===== src/rtl/lsu_pkg.sv =====
// Shared types and constants for the load/store unit.
package lsu_pkg;

    localparam int unsigned DATA_W = 32;

    localparam logic [2:0] F3_LB  = 3'b000;
    localparam logic [2:0] F3_LH  = 3'b001;
    localparam logic [2:0] F3_LW  = 3'b010;
    localparam logic [2:0] F3_LBU = 3'b100;
    localparam logic [2:0] F3_LHU = 3'b101;

    typedef enum logic [1:0] {
        S_IDLE  = 2'd0,
        S_READ  = 2'd1,
        S_WRITE = 2'd2,
        S_RESP  = 2'd3
    } lsu_state_t;

    typedef struct packed {
        logic              we;
        logic [2:0]        funct3;
        logic [1:0]        addr_lo;
        logic [DATA_W-1:0] wdata;
    } lsu_req_t;

    // Alignment and funct3 legality; the range check lives in the top.
    function automatic logic f3_align_err(input logic we, input logic [2:0] f3,
                                          input logic [1:0] lo);
        logic e;
        e = 1'b0;
        case (f3)
            F3_LB:   e = 1'b0;
            F3_LH:   e = lo[0];
            F3_LW:   e = |lo;
            F3_LBU:  e = we;
            F3_LHU:  e = we | lo[0];
            default: e = 1'b1;
        endcase
        return e;
    endfunction

endpackage


===== src/rtl/lsu_lane_align.sv =====
// Combinational lane logic: load extract/extend and sub-word store merge.
module lsu_lane_align
    import lsu_pkg::*;
(
    input  logic [2:0]        funct3,
    input  logic [1:0]        addr_lo,
    input  logic [DATA_W-1:0] old_word,
    input  logic [DATA_W-1:0] wdata,
    output logic [DATA_W-1:0] load_data,
    output logic [DATA_W-1:0] store_word
);

    logic [7:0]  byte_sel;
    logic [15:0] half_sel;

    always_comb begin
        byte_sel = old_word[7:0];
        case (addr_lo)
            2'd0:    byte_sel = old_word[7:0];
            2'd1:    byte_sel = old_word[15:8];
            2'd2:    byte_sel = old_word[23:16];
            default: byte_sel = old_word[31:24];
        endcase
        half_sel = addr_lo[1] ? old_word[31:16] : old_word[15:0];

        load_data = old_word;
        case (funct3)
            F3_LB:   load_data = {{24{byte_sel[7]}}, byte_sel};
            F3_LH:   load_data = {{16{half_sel[15]}}, half_sel};
            F3_LBU:  load_data = {24'h0, byte_sel};
            F3_LHU:  load_data = {16'h0, half_sel};
            default: load_data = old_word;
        endcase
    end

    // Only the addressed lane is replaced; every other byte is kept.
    always_comb begin
        store_word = old_word;
        case (funct3)
            F3_LB: begin
                case (addr_lo)
                    2'd0:    store_word[7:0]   = wdata[7:0];
                    2'd1:    store_word[15:8]  = wdata[7:0];
                    2'd2:    store_word[23:16] = wdata[7:0];
                    default: store_word[31:24] = wdata[7:0];
                endcase
            end
            F3_LH: begin
                if (addr_lo[1]) store_word[31:16] = wdata[15:0];
                else            store_word[15:0]  = wdata[15:0];
            end
            default: store_word = wdata;
        endcase
    end

endmodule


===== src/rtl/load_store_unit.sv =====
// Load/store unit: byte/half/word loads and stores over a word-only memory port.
// Optional LSU_STATS_EN adds successful load/store counters.
module load_store_unit
    import lsu_pkg::*;
#(
    parameter int unsigned MEM_WORDS = 1024,
    parameter int unsigned IDX_W     = 10
) (
    input  logic        clk,
    input  logic        rst,
    input  logic        req_valid,
    output logic        req_ready,
    input  logic        req_we,
    input  logic [2:0]  req_funct3,
    input  logic [31:0] req_addr,
    input  logic [31:0] req_wdata,
    output logic        resp_valid,
    output logic [31:0] resp_rdata,
    output logic        resp_err,
`ifdef LSU_STATS_EN
    output logic [31:0] stat_loads,
    output logic [31:0] stat_stores,
`endif
    output logic [31:0] mem_A,
    output logic [31:0] mem_WD,
    output logic        mem_WE,
    input  logic [31:0] mem_RD
);

    lsu_state_t  state_q, state_d;
    lsu_req_t    req_q;
    logic        accept;
    logic        range_err;
    logic        req_err;
    logic [31:0] load_data;
    logic [31:0] store_word;

    assign accept    = req_valid & req_ready;
    assign range_err = ({2'b00, req_addr[31:2]} >= 32'(MEM_WORDS));
    assign req_err   = range_err | f3_align_err(req_we, req_funct3, req_addr[1:0]);

    // Old word comes straight from the memory during READ.
    lsu_lane_align u_lane (
        .funct3     (req_q.funct3),
        .addr_lo    (req_q.addr_lo),
        .old_word   (mem_RD),
        .wdata      (req_q.wdata),
        .load_data  (load_data),
        .store_word (store_word)
    );

    always_ff @(posedge clk or negedge rst) begin
        if (!rst) state_q <= S_IDLE;
        else      state_q <= state_d;
    end

    always_comb begin
        state_d = state_q;
        case (state_q)
            S_IDLE: begin
                if (accept) begin
                    if (req_err)                          state_d = S_RESP;
                    else if (req_we && req_funct3 == F3_LW) state_d = S_WRITE;
                    else                                  state_d = S_READ;
                end
            end
            S_READ:  state_d = req_q.we ? S_WRITE : S_RESP;
            S_WRITE: state_d = S_RESP;
            default: state_d = S_IDLE;
        endcase
    end

    // Registered outputs, driven from the state being entered.
    always_ff @(posedge clk or negedge rst) begin
        if (!rst) begin
            req_q      <= '0;
            req_ready  <= 1'b1;
            resp_valid <= 1'b0;
            resp_rdata <= '0;
            resp_err   <= 1'b0;
            mem_A      <= '0;
            mem_WD     <= '0;
            mem_WE     <= 1'b0;
        end else begin
            req_ready  <= (state_d == S_IDLE);
            resp_valid <= (state_d == S_RESP);
            mem_WE     <= (state_d == S_WRITE);
            resp_rdata <= '0;
            resp_err   <= 1'b0;
            mem_A      <= '0;
            mem_WD     <= '0;
            case (state_q)
                S_IDLE: begin
                    if (accept) begin
                        req_q <= '{we: req_we, funct3: req_funct3,
                                   addr_lo: req_addr[1:0], wdata: req_wdata};
                        if (req_err) begin
                            resp_err <= 1'b1;
                        end else begin
                            mem_A <= 32'(req_addr[IDX_W+1:2]);
                            if (req_we) mem_WD <= req_wdata;
                        end
                    end
                end
                S_READ: begin
                    if (req_q.we) begin
                        mem_A  <= mem_A;
                        mem_WD <= store_word;
                    end else begin
                        resp_rdata <= load_data;
                    end
                end
                default: ;
            endcase
        end
    end

`ifdef LSU_STATS_EN
    always_ff @(posedge clk or negedge rst) begin
        if (!rst) begin
            stat_loads  <= '0;
            stat_stores <= '0;
        end else if (state_q == S_RESP && !resp_err) begin
            if (req_q.we) stat_stores <= stat_stores + 32'd1;
            else          stat_loads  <= stat_loads + 32'd1;
        end
    end
`endif

endmodule

===== config.mk =====
export PLATFORM = sky130hd
export DESIGN_NAME = load_store_unit
export DESIGN_NICKNAME = d
export VERILOG_FILES = /design/src/rtl/lsu_pkg.sv /design/src/rtl/lsu_lane_align.sv /design/src/rtl/load_store_unit.sv
export SDC_FILE = /design/constraint.sdc
export NUM_CORES = 1
export LEC_CHECK = 0
export CAP_MARGIN = 10
export CORE_ASPECT_RATIO = 1.5
export CORE_MARGIN = 3
export CORE_UTILIZATION = 45
export CTS_CLUSTER_DIAMETER = 200
export DETAILED_ROUTE_END_ITERATION = 8
export PLACE_DENSITY = 0.8
export SYNTH_ARGS = -nofsm -noshare
export SYNTH_HDL_FRONTEND = slang
export SYNTH_SLANG_ARGS = --single-unit

===== constraint.sdc =====
create_clock -name clk -period 2.2 [get_ports clk]
set_input_delay 0.44 -clock clk [delete_from_list [all_inputs] [get_ports clk]]
set_output_delay 0.44 -clock clk [all_outputs]
set_load 0.05 [all_outputs]

==> results.yml, run 1 <==
outcome:
  status: "completed"
setup_path:
  r2r_start: "req_q[32]"
  critPathMaxStageDelay_ns: 0.82
  endpoint_kind: "primary output"
  worstPathCellList: "clkdlybuf4s50_1"
  crit_family: "buffers and inverters"
  r2r_end: "mem_WD[19]"
  reg2reg_depth: 4
  regToRegSetupSlack_ns: 0.30
  worst_path_max_delay_cell: "clkdlybuf4s50_1"
  worst-path-buf-inv: 1
  crit_arrival_ns: 1.60
  worst_ep_required_time_ns: 1.76
  crit_fanout: 1
  crit_path_start_kind: "register"
  crit_type: "reg -> out"
placement:
  numPortBuffers: 180
  pre_cts_slack_ns: -0.155
  dp_hpwl_mm: 13.4
  gp_congestion: 0.937
final_layout:
  diodes: 0
  area.growth.synth_to_final_pct: 45.1
  final_cell_mix: "clkdlybuf4s50_1 (178), dfrtp_1 (117), mux2_2 (43)"
  layout-drive-gt1-share_pct: 15.7
  nNetsFinal: 803
  layout_commonest_cell: "clkdlybuf4s50_1"
yosys:
  yosys_warnings: 0
  yosysUniqueCellTypes: 57
  synth_top_area_share_pct: 51.3
  synth_cells: 513
  ys_seq_area_share_pct: 51.8
  ys_top_cells_by_area: "dfrtp_1 (51%), mux2_2 (8.5%), a21oi_1 (2.9%)"
  synth-async-reset-ratio_pct: 100
  synth_flop_cell: "dfrtp_1"
  synthesis.area_um2: 5710
  synth.avg_cell_area_um2: 11.1
  yosysTopAreaCell: "dfrtp_1"
  synth_edf_count: 0
  postSynthRegisterBits: 118
floorplanning:
  coreArea_um2: 12200
  die_h_um: 144
  core.rowCount: 49
  die_x_um: 97.9
  fp.dieArea_um2: 14100
  io_pins: 203
  start_util_pct: 46.8
clock_tree:
  h-tree-depth: 4
  root_buffer: "clkbuf_16"
  clk_pin_slew_ns: 0.06
  cts_buffer_depth: 2
  cts.repair.resized: 0
  cts_sinks: 118
  cts_buffers: 17
  insertion_delay_ns: 0.41
  cts_tree: "yes"
grt:
  overflow: 0
  antenna_found_initial: 0
  grtUsageTotal_pct: 24.7
  grt_pass1_wl_mm: 26.9
  grt_max_degree: 49
  grt_pass1_vias: 5040
drt:
  drt_drc_violations_left: 0
  avgViaCountPerCell: 5.60
  wl_per_cell_um: 20.3
  drt_pass1_iterations: 5
  antenna_left: 0
  vias: 4823
  totalWireLength_mm: 17.5
  dr.first_iter.drc_count: 342
flow_run:
  drv_cap: 0
sta:
  max_freq_mhz: 490
  layout_worst_path_cycle_share_pct: 92.7
  setup_viol: 0
  relSlewSlack_pct: 45.0
  fin_ws_ns: 0.161
  maxSlewViolCount: 0
  hold_violations: 0
  holdWs_ns: 0.479
  fin_skew_ns: 0.00807
  rsz0062_at_grt: "false"
  finalCriticalPeriod_ns: 2.04
  worst_slew_pin_slew_ns: 0.823
worst_hold_path:
  hold_path_class: "in -> async"
power_and_ir_drop:
  power_density_nw_per_um2: 1320
  p_leak_nw: 3.68
  ir_drop_v: 0.000666
  totalPowerFinal_mw: 10.9
## repair_timing
item                      CTS  global route
hold endpoints to repair   22             0
setup buffers               0             0
hold buffers                1             0
## flip-flops by register name, indices dropped and copies added, names as in the netlist
signal	count
req_q	38
mem_WD	32
resp_rdata	32
mem_A	10
state_q	2
mem_WE	1
req_ready	1
resp_err	1
resp_valid	1
## stage by stage
stage          utilization (%)  std cells  setup TNS [ns]  area (um^2)
6_report                  67.9        862               0         8280
5_1_grt                   67.9        862               0         8280
4_1_cts                   67.9        862               0         8280
3_5_place_dp              62.8        829           -4.51         7660
3_3_place_gp              62.8        829          -0.227         7660
2_1_floorplan                -        534               0         5790
## logic make-up after synthesis
kind of cell             count (synthesis)  synth area share (%)
AND/OR/NAND/NOR                         87                  8.29
AO/OA/AOI/OAI                          154                  20.4
adder cells (fa/ha/maj)                  4                 0.877
flip-flops                             118                  51.8
buffers and inverters                   97                  8.31
multiplexers                            52                  10.3
other                                    1                0.0657
## power breakdown
part / switching, mW / leakage, nW / total (mW) / internal (mW)
Clock: 1.01 / 0.288 / 2.84 / 1.84
Sequential: 0.448 / 1.56 / 3.25 / 2.80
Combinational: 2.95 / 1.83 / 4.82 / 1.87
Total: 4.41 / 3.68 / 10.9 / 6.51
## synth_stat cells (all sizes together) (2+ instances only)
master,n
dfrtp,117
mux2,43
inv,37
a21oi,36
buf,34
clkbuf,26
nand2,24
o21ai,20
a22o,18
o2bb2ai,16
nor2,14
and2,10
nand2b,10
a221oi,8
mux2i,8
o221ai,8
a211oi,7
a221o,7
nor4,7
o21a,7
a311o,6
a32o,6
ha,4
nor2b,4
a311oi,3
a31oi,3
and3,3
nand3,3
nor3,3
a21o,2
nand4,2
o32ai,2
or3,2
## routing by layer
metal	track usage, %	vias up	part of all wire, %
met1	27.3	2350	36
met3	4.95	46	6.1
met5	0	-	0
li1	-	2191	-
met4	11.9	0	3.8
met2	45.1	236	54
## worst max-delay path by stage
stage               slack (ns)  cells past startpoint          from          to
floorplan                 0.50                      5    state_q[0]   req_q[10]
global route              0.13                      1      mem_A[9]    mem_A[9]
detailed placement       -0.16                      6  req_addr[24]  mem_WD[20]
CTS                       0.14                      1    mem_WD[29]  mem_WD[29]
global placement         -0.02                      6  req_addr[24]   mem_WD[9]
finish                    0.16                      1    mem_WD[29]  mem_WD[29]
## cell type report
class | instances | area [um^2]
Timing Repair Buffer | 203 | 2020
Clock inverter | 12 | 153
Inverter | 37 | 139
Sequential cell | 118 | 2950
Tap cell | 153 | 191
Fill cell | 932 | 3920
Clock buffer | 20 | 457
Multi-Input combinational cell | 319 | 2370
(Power assumes the default switching activity.)
==> inputs of run 2 (changes only) <==
==> constraint.sdc (replaced) <==
create_clock -name clk -period 2.2 [get_ports clk]
set_input_delay 0.44 -clock clk [delete_from_list [all_inputs] [get_ports clk]]
set_output_delay 0.44 -clock clk [all_outputs]
set_load 0.1 [all_outputs]
==> run 2 against run 1 <==
  * First-iteration DRC count decreased by 13%
  * Clock skew decreased by 0.0019 ns
  * Sequential power increased by 1%
  * Critical endpoint is now resp_rdata[2]
  * Routed wire length decreased by 0.73%
  * Worst setup slack improved by 0.085 ns
  * Count of clock-buffer cells in the layout decreased by 3
  * Die area unchanged
  * Cell area decreased by 1.6%
  * Hold slack got worse by 0.017 ns
  * Total power increased by 11%
  * Utilization decreased by 1.1 points
  * Global-route usage increased by 0.37 points
  * Largest cell class unchanged
==> results.yml, run 2 (synthesis gave the netlist of run 1 again) <==
grt:
  grt.met2_usage_pct: 44.8
  grt_pass1_wl_mm: 27.2
  antenna_found_initial: 0
  grtUsageTotal_pct: 25.1
  gr-max-usage-layer: "met2"
  grt_pass1_vias: 5110
  overflow: 0
  grt_max_degree: 50
  grt_use_met3_pct: 6.22
  met1_usage_pct: 27.2
sta:
  layout_worst_path_cycle_share_pct: 88.8
  rsz0062_at_grt: "false"
  hold_violations: 0
  fin_skew_ns: 0.00618
  holdWs_ns: 0.462
  finalCriticalPeriod_ns: 1.95
  setup_viol: 0
  worst_slew_pin_slew_ns: 0.783
  max_freq_mhz: 512
  relSlewSlack_pct: 47.7
  maxSlewViolCount: 0
power_and_ir_drop:
  totalPowerFinal_mw: 12.1
  power_density_nw_per_um2: 1490
  p_leak_nw: 3.87
  ir_drop_v: 0.000836
clock_tree:
  cts_buffer_depth: 2
  clk_pin_slew_ns: 0.06
  h-tree-depth: 4
  cts_tree: "yes"
  root_buffer: "clkbuf_16"
  insertion_delay_ns: 0.42
  cts.repair.resized: 0
  cts_buffers: 17
  cts_sinks: 118
setup_path:
  worst_ep_required_time_ns: 2.51
  crit_arrival_ns: 2.26
  crit_fanout: 14
  crit_type: "reg -> reg"
  crit_path_start_kind: "register"
  regToRegSetupSlack_ns: 0.25
  endpoint_kind: "register"
drt:
  totalWireLength_mm: 17.4
  vias: 4894
  drt_pass1_iterations: 5
  antenna_left: 0
  dr.first_iter.drc_count: 296
  wl_per_cell_um: 20.2
  avgViaCountPerCell: 5.67
  drt_drc_violations_left: 0
final_layout:
  final_area_um2: 8150
  nNetsFinal: 804
  fin_util_pct: 66.8
  regMostFlops: "req_q"
  instances_no_fill: 863
  multi_input_area_um2: 2370
  largest_reg_flops: 38
  final-seq-area_um2: 2950
  largestRegisters: "req_q x38, mem_WD x32, resp_rdata x32"
  nFillCells: 915
  layout_commonest_cell: "dfrtp_1"
  diodes: 0
  layout-drive-gt1-share_pct: 26.8
  area.growth.synth_to_final_pct: 42.8
  final_cell_mix: "dfrtp_1 (117), clkdlybuf4s50_1 (101), buf_4 (98)"
outcome:
  status: "completed"
floorplanning:
  coreArea_um2: 12200
  die_h_um: 144
  fp.dieArea_um2: 14100
  start_util_pct: 46.8
  core.rowCount: 49
  die_x_um: 97.9
  io_pins: 203
worst_hold_path:
  hold_path_class: "in -> async"
flow_run:
  drv_cap: 0
placement:
  gp_congestion: 0.916
  dp.cells: 830
  numPortBuffers: 180
  dp_hpwl_mm: 13.3
  dpl_cell_area_um2: 7480
run 2: cell types whose count changed in the layout (fill, tap and decap cells not counted), moves of 3 or more:
cell             delta
clkinvlp_4          -3
clkinv_2            -3
buf_4              +78
clkdlybuf4s50_1    -77
inv_6               +7
run 2: repair_timing:
| action | CTS | global route |
|---|---|---|
| setup buffers | 0 | 0 |
| hold endpoints to repair | 19 | 0 |
| hold buffers | 1 | 0 |
run 2: area by class of cell:
type / instances / share of cell area, %
Timing Repair Buffer: 204 / 22.5
Multi-Input combinational cell: 319 / 29.0
Tap cell: 153 / 2.35
Inverter: 37 / 1.70
Sequential cell: 118 / 36.2
Clock buffer: 17 / 5.22
Clock inverter: 15 / 2.90
run 2: worst paths after layout:
| path | endpoint | depth (start not counted) | startpoint |
|---|---|---|---|
| setup / recovery | resp_rdata[2] | 4 | req_q[33] |
| hold / removal | mem_WE | 2 | rst |
| setup reg to reg | resp_rdata[2] | 4 | req_q[33] |
| hold reg to reg | req_q[24] | 1 | req_q[24] |
| max in group asynchronous | req_q[12] | 3 | rst |
| min in group clk | req_q[24] | 1 | req_q[24] |
run 2: metal layers:
metal	share of wire [%]	up-vias
met1	35	2405
met2	53	238
met4	4.3	0
li1	-	2197
met3	6.8	54
met5	0	-
run 2: worst max-delay path, stage by stage, from the launching register on:
cell,delay [ns]
dfrtp_1,0.55
buf_4,0.27
o21bai_1,0.64
a211oi_1,0.17
o21a_1,0.22
run 2: stage by stage:
| stage | setup TNS, ns | setup WS (ns) |
|---|---|---|
| global placement | -0.366 | -0.0266 |
| global route | 0 | 0.0833 |
| finish | 0 | 0.246 |
| floorplan | 0 | 0.307 |
| CTS | 0 | 0.295 |
| detailed placement | -2.35 | -0.0907 |
run 2: where the power goes:
| part | internal, mW | leakage [nW] | total, mW | switching, mW |
|---|---|---|---|---|
| clock | 2.04 | 0.320 | 3.11 | 1.08 |
| sequential | 2.80 | 1.56 | 3.29 | 0.489 |
| combinational | 1.78 | 1.99 | 5.73 | 3.95 |
